--- src/rtl/asip_pipe_pkg.sv ---
// Shared types and defaults for the vector ASIP pipeline control.
// Optional perf counters in asip_pipe_ctrl are enabled by ASIP_PIPE_PERF_EN.
package asip_pipe_pkg;

  typedef enum logic [1:0] {
    FWD_RF = 2'b00,
    FWD_W  = 2'b01,
    FWD_M  = 2'b10
  } fwd_sel_t;

  localparam int STAGES_DEF     = 5;
  localparam int REG_ADDR_W_DEF = 4;
  localparam int CNT_W_DEF      = 16;

endpackage

--- src/rtl/asip_fwd_sel.sv ---
// Per-operand forwarding select for the execute stage.
// M-stage ALU results win over W; loads in M are not forwarded.
module asip_fwd_sel
  import asip_pipe_pkg::*;
#(
  parameter int REG_ADDR_W = REG_ADDR_W_DEF
) (
  input  logic [REG_ADDR_W-1:0] ra,
  input  logic [REG_ADDR_W-1:0] wa3_m,
  input  logic [REG_ADDR_W-1:0] wa3_w,
  input  logic                  reg_write_m,
  input  logic                  mem_to_reg_m,
  input  logic                  reg_write_w,
  output fwd_sel_t              sel
);

  logic hit_m;
  logic hit_w;

  assign hit_m = reg_write_m & ~mem_to_reg_m
               & (wa3_m == ra);
  assign hit_w = reg_write_w & (wa3_w == ra);

  always_comb begin
    sel = FWD_RF;
    if (hit_m)
      sel = FWD_M;
    else if (hit_w)
      sel = FWD_W;
  end

endmodule

--- src/rtl/asip_pipe_ctrl.sv ---
// Stall/flush/forward control for the vector ASIP pipeline.
// Define ASIP_PIPE_PERF_EN to enable saturating stall/flush counters.
module asip_pipe_ctrl
  import asip_pipe_pkg::*;
#(
  parameter int STAGES     = STAGES_DEF,
  parameter int REG_ADDR_W = REG_ADDR_W_DEF,
  parameter int CNT_W      = CNT_W_DEF
) (
  input  logic                  clk,
  input  logic                  rst,
  input  logic                  valid_d,
  input  logic                  pcs_d,
  input  logic                  use1_d,
  input  logic                  use2_d,
  input  logic [REG_ADDR_W-1:0] ra1_d,
  input  logic [REG_ADDR_W-1:0] ra2_d,
  input  logic [REG_ADDR_W-1:0] ra1_e,
  input  logic [REG_ADDR_W-1:0] ra2_e,
  input  logic [REG_ADDR_W-1:0] wa3_e,
  input  logic [REG_ADDR_W-1:0] wa3_m,
  input  logic [REG_ADDR_W-1:0] wa3_w,
  input  logic                  reg_write_e,
  input  logic                  reg_write_m,
  input  logic                  reg_write_w,
  input  logic                  mem_to_reg_e,
  input  logic                  mem_to_reg_m,
  output logic                  stall_f,
  output logic                  stall_d,
  output logic                  flush_d,
  output logic                  flush_e,
  output logic [1:0]            fwd_a_e,
  output logic [1:0]            fwd_b_e,
  output logic [CNT_W-1:0]      stall_cnt,
  output logic [CNT_W-1:0]      flush_cnt
);

  localparam int BQ_W = STAGES - 2;

  logic [BQ_W-1:0] brq;
  logic            br_in;
  logic            br_stall;
  logic            lu;
  logic            hit1;
  logic            hit2;
  fwd_sel_t        sel_a;
  fwd_sel_t        sel_b;

  assign hit1 = use1_d & (wa3_e == ra1_d);
  assign hit2 = use2_d & (wa3_e == ra2_d);

  assign lu = mem_to_reg_e & reg_write_e
            & valid_d & (hit1 | hit2);

  // A held branch (stall_d) re-presents next cycle, so it enters then.
  assign br_in    = pcs_d & valid_d & ~stall_d;
  assign br_stall = (pcs_d & valid_d) | (|brq);

  assign stall_f = br_stall | lu;
  assign stall_d = lu;
  assign flush_e = lu;
  assign flush_d = (|brq) & ~lu;

  always_ff @(posedge clk or negedge rst) begin
    if (!rst)
      brq <= '0;
    else
      brq <= {brq[BQ_W-2:0], br_in};
  end

  asip_fwd_sel #(
    .REG_ADDR_W (REG_ADDR_W)
  ) u_fwd_a (
    .ra           (ra1_e),
    .wa3_m        (wa3_m),
    .wa3_w        (wa3_w),
    .reg_write_m  (reg_write_m),
    .mem_to_reg_m (mem_to_reg_m),
    .reg_write_w  (reg_write_w),
    .sel          (sel_a)
  );

  asip_fwd_sel #(
    .REG_ADDR_W (REG_ADDR_W)
  ) u_fwd_b (
    .ra           (ra2_e),
    .wa3_m        (wa3_m),
    .wa3_w        (wa3_w),
    .reg_write_m  (reg_write_m),
    .mem_to_reg_m (mem_to_reg_m),
    .reg_write_w  (reg_write_w),
    .sel          (sel_b)
  );

  assign fwd_a_e = sel_a;
  assign fwd_b_e = sel_b;

`ifdef ASIP_PIPE_PERF_EN
  always_ff @(posedge clk or negedge rst) begin
    if (!rst) begin
      stall_cnt <= '0;
      flush_cnt <= '0;
    end else begin
      if (stall_f && !(&stall_cnt))
        stall_cnt <= stall_cnt + 1'b1;
      if ((flush_d | flush_e) && !(&flush_cnt))
        flush_cnt <= flush_cnt + 1'b1;
    end
  end
`else
  assign stall_cnt = '0;
  assign flush_cnt = '0;
`endif

endmodule
--- config.mk ---
export PLATFORM = sky130hd
export DESIGN_NAME = asip_pipe_ctrl
export DESIGN_NICKNAME = d
export VERILOG_FILES = /design/src/rtl/asip_pipe_pkg.sv /design/src/rtl/asip_fwd_sel.sv /design/src/rtl/asip_pipe_ctrl.sv
export SDC_FILE = /design/constraint.sdc
export NUM_CORES = 1
export LEC_CHECK = 0
export CORE_MARGIN = 3
export CORE_UTILIZATION = 30
export CTS_BUF_LIST = sky130_fd_sc_hd__clkbuf_16
export DETAILED_ROUTE_END_ITERATION = 10
export GPL_TIMING_DRIVEN = 0
export PLACE_DENSITY = 0.86
export SLEW_MARGIN = 15
export SYNTH_ARGS = -nofsm -noshare
export SYNTH_HDL_FRONTEND = slang
export SYNTH_HIERARCHICAL = 1
export SYNTH_SLANG_ARGS = --single-unit
--- constraint.sdc ---
create_clock -name clk -period 3.1 [get_ports clk]
set_clock_uncertainty 0.2 [all_clocks]
set_input_delay 0.93 -clock clk [delete_from_list [all_inputs] [get_ports clk]]
set_output_delay 0.93 -clock clk [all_outputs]
set_load 0.01 [all_outputs]
# --- Yosys cells after proc, flatten, opt, wreduce, memory -nomap -nowiden ---
# Index checks and enable logic that the tools add are counted.
totals:
  mem_bits_rw: 0
  word_cells: 30
  latchBits: 0
  mem_count: 0
  output_inout_bits: 40
  mem_bits_ro: 0
  reg_bits: 3
  input_bits: 39
classes:
  mul: 0
  mux: 4
  reduce_logical: 1
  magnitude_cmp: 0
  shift: 0
  n_eq_ne: 6
  div_mod_pow: 0
  addsub: 0
  bitwise: 18
ops:
  columns: ["operator", "count"]
  rows:
  - ["$eq A4 B4 Y1", 6]
  - ["$and A1 B1 Y1", 13]
  - ["$mux W2", 2]
  - ["$or A1 B1 Y1", 3]
  - ["$reduce_or A3 Y1", 1]
  - ["$mux W1", 2]
  - ["$not A1 Y1", 2]

# --- Longest topological paths before layout ---
# Gate-level depths: netlist of run 1.
depth:
  word_depth: 6
  depth_mapped: 4
  depth_no_buf: 4

# --- Hierarchy ---
# The synthesis of run 1 kept the hierarchy.
modules_own_cells:
  columns: ["mod", "area_per_inst_um2", "seq_area_each_um2", "instances", "cells_each"]
  rows:
  - ["asip_pipe_ctrl", 457.9, 75.1, 1, 55]
  - ["asip_fwd_sel", 127.6, 0.0, 2, 17]

# --- Worst setup path after synthesis of run 1 ---
# OpenSTA, ideal clock, no wires.
synth_path:
  kind: "input to output"
  start: "input port ra1_e[2]"
  end: "output port fwd_a_e[1]"
  path_buffers: 1
  setup_slack_ns: 0.307
  path_stages: 4
  arrival_time_ns: 1.663
  t_required_ns: 1.970
  cell_sequence: "inv_1 a222oi_1 nor4b_4 buf_4"
synth_between:
  elab_chain_cells: 3
synth_lines:
  columns: ["element", "line", "text"]
  rows:
  - ["start: declaration", "asip_pipe_ctrl.sv:18", "input logic [REG_ADDR_W-1:0] ra1_e,"]
  - ["$eq A4 B4 Y1", "asip_fwd_sel.sv:21", "& (wa3_m == ra);"]
  - ["$and A1 B1 Y1", "asip_fwd_sel.sv:21", null]
  - ["net u_fwd_a.hit_m", "asip_fwd_sel.sv:17", "logic hit_m;"]
  - ["$mux W2", "asip_fwd_sel.sv:26", "if (hit_m)"]
  - ["end: declaration", "asip_pipe_ctrl.sv:32", "output logic [1:0] fwd_a_e,"]
# The timed path passes the listed nets, and every way through them passes these cells.

# --- Final worst setup path of run 1 ---
layout_path:
  start: "input port wa3_m[2]"
  end: "output port fwd_a_e[0]"
layout_between:
  elab_chain_cells: 3
layout_lines:
  columns: ["element", "line", "text"]
  rows:
  - ["start: declaration", "asip_pipe_ctrl.sv:21", "input logic [REG_ADDR_W-1:0] wa3_m,"]
  - ["$eq A4 B4 Y1", "asip_fwd_sel.sv:21", null]
  - ["$and A1 B1 Y1", "asip_fwd_sel.sv:21", null]
  - ["net u_fwd_a.hit_m", "asip_fwd_sel.sv:17", null]
  - ["$mux W2", "asip_fwd_sel.sv:26", null]
# The timed path passes the listed nets, and every way through them passes these cells.

==> results.toml, run 1 <==
[hold_path]
min_path_type = "register to register"
min_from = "brq[1]"
min_path_cells = 0
hold_end = "brq[2]"

[yosys]
ys_types = 17
synth_edf_count = 0
synthCells = 89
synth_top_area_share_pct = 36.84
netlist_top_cells_area = "buf_4 37%, xnor2_1 12%, dfrtp_1 11%"
ys.flop_type = "dfrtp_1"
synth_warnings = 6
synth.ff_latch_count = 3
postSynthAreaPerCell_um2 = 8.013
syn_area_um2 = 713.2
async_reset_ff_share_pct = 100.0
ys_seq_area_share_pct = 10.53
synth_area_leader_cell = "buf_4"

[grt]
gr-total-overflow = 0
grt_max_degree = 5
track_usage_pct = 14.74
grt_pass1_vias = 783
grt_pass1_wl_um = 3174
antenna_found_initial = 0

[critical_path]
reg2reg_to = "brq[1]"
r2r-start = "brq[0]"
r2r_slack_ns = 2.41
cp.arrival_ns = 1.97
cp_max_fo = 3
end_kind = "output port"
worstSetupPathType = "input pin to output port"
cp-start-kind = "input pin"
required_ns = 1.97
rr_worst_depth = 0
crit_start = "wa3_m[2]"

[power]
leakagePower_uw = 0.0007874
fin_total_pwr_uw = 398.1
vdd_drop_max_mv = 0.3541
powerDensity_nw_per_um2 = 284.3

[timing]
fin_crit_sh_pct = 100.1
fmax_mhz = 322.4
slew_viol_final = 0
hold_viol_final = 0
setup_ws_ns = -0.001799
min_period_ns = 3.102
finalSetupViolCount = 1
fin_tns_setup_ns = -0.001799
worst_hold_slack_ns = 0.1783
grt_setup_unrepaired = "yes"

[layout]
largest_register_ff_count = 3
nFillCells = 204
area_growth_pct = 96.32
diodes = 0
largest-register = "brq"
fin_util_pct = 62.69
finalNetCount = 214
drive_gt1_share_pct = 50.00
instances_no_fill = 202
largestRegisters = "brq x3"

[floorplan]
dieArea_um2 = 2998
rows = 17
fp.dieH_um = 54.76
core_area_um2 = 2233
die_w_um = 54.76
initial_utilization_pct = 31.93
ios = 79

[clock_network]
clockRootBuffer = "clkbuf_16"
cts_tree = "done"
cts_buffers = 3
clkLatencyLatePin_ns = 0.22
clk_path_buf_depth = 2
cts.sinks = 3
h-tree-depth = 1
cts.clk_slew.worst_paths_ns = 0.03
cts_hold_buf = 0

[detailed_routing]
dr.pass1.iters = 4
final_antenna_net_count = 0
met1_length_um = 703
dr_wl_met3_um = 155
drt-total-wl_um = 2188
routed.top_layer = "met4"
viasPerCell = 3.886
drc = 0
drt_iter0_markers = 9
wl_per_cell_um = 10.83
num_vias = 785
wl_met2_um = 1302

[job]
maxCapViolCount = 0

[placement]
io_buffers = 46
dp_hpwl_um = 1884
dpl.cell_count = 194
gp_congestion = 0.7555

[run_status]
outcome = "complete, but fails checks"
violations = "negative setup slack"
[worst max-delay path, cell delays in order]
cell and delay (ns):
buf_8 0.10, a222oi_1 0.35, nor4b_4 0.28, buf_4 0.17, nor2_4 0.03, buf_6 0.11
[cell usage in the layout, fill, tap and decap left out, types with 2 or more instances in the layout]
master,instances
buf_8,3
clkdlybuf4s15_1,2
nand3_1,2
inv_1,3
nor2_1,3
conb_1,32
nor3_2,2
a222oi_1,2
inv_2,4
clkdlybuf4s50_1,3
dfrtp_1,3
xnor2_1,7
xor2_1,7
xnor2_2,3
nand4_1,4
clkbuf_16,3
o22ai_1,2
buf_2,16
o211ai_1,2
clkbuf_2,3
dlygate4sd2_1,11
nor4b_4,2
inv_4,2
buf_4,40
buf_6,5
[kinds of logic after synthesis]
logic type,share of synthesized area (%)
flops,10.53
compound gates,8.420
xor+xnor,22.11
other cells,0.5258
simple gates,17.37
buf+inv,41.05
[through the flow]
stage | setup WS, ns | instance area, um2
after global routing | -0.07172 | 1400
after global placement | -0.8444 | 1325
after detailed placement | -0.8802 | 1325
after floorplan | 0.3066 | 829.5
after CTS | -0.01883 | 1398
final | -0.001799 | 1400
[area by class of cell]
cell class	instances	area [um2]	share of cell area (%)
multi-input cells	74	509.2	36.37
plain buffers	34	255.2	18.23
clock inverters	1	3.754	0.2681
inverters	8	35.03	2.502
clock buffers	3	75.07	5.362
flip-flops and latches	3	75.07	5.362
well taps	28	35.03	2.502
repair buffers	51	411.6	29.40
[power breakdown]
group | switching (uW) | internal (uW)
registers | 0.952 | 41.5
clock network | 34.3 | 166
logic | 69.1 | 86.0
total | 104 | 294
[cell usage after synthesis (2+ instances only)]
cell type	n
dfrtp_1	3
o22ai_1	2
inv_1	8
a222oi_1	2
o211ai_1	2
nor2_1	4
nor4b_4	2
xor2_1	8
nor3_1	3
buf_4	35
nand4_1	4
nand3_1	2
xnor2_1	10
[per-layer routing]
| layer | up-vias | track usage, % |
|---|---|---|
| met4 | 0 | 6.639 |
| met2 | 29 | 27.95 |
| met5 | - | 0 |
| met3 | 2 | 2.725 |
| li1 | 399 | - |
| met1 | 355 | 15.32 |
[worst max-delay path by stage]
| stage | to | slack, ns | cells past startpoint |
|---|---|---|---|
| after floorplan | fwd_a_e[1] | 0.31 | 4 |
| after global placement | fwd_b_e[1] | -0.84 | 6 |
| after detailed placement | fwd_a_e[1] | -0.88 | 6 |
| after CTS | fwd_a_e[1] | -0.02 | 6 |
| after global routing | fwd_a_e[0] | -0.07 | 6 |
| final | fwd_a_e[0] | -0.002 | 6 |
[repair_timing]
action	CTS	global route
resized for setup	138	17
endpoints found under the setup margin	8	8
setup buffers	6	0
pin swaps	20	12
No activity file was read; power rests on OpenSTA's default activity.
==> inputs of run 2 (changes only) <==
--- a/config.mk
+++ b/config.mk
@@ -8,6 +8,7 @@
 export CORE_MARGIN = 3
 export CORE_UTILIZATION = 30
 export CTS_BUF_LIST = sky130_fd_sc_hd__clkbuf_16
+export CTS_CLUSTER_DIAMETER = 150
 export DETAILED_ROUTE_END_ITERATION = 10
 export GPL_TIMING_DRIVEN = 0
 export PLACE_DENSITY = 0.86
==> results of run 2 <==
The final DEF is identical to that of run 1; final timing and power are the same.
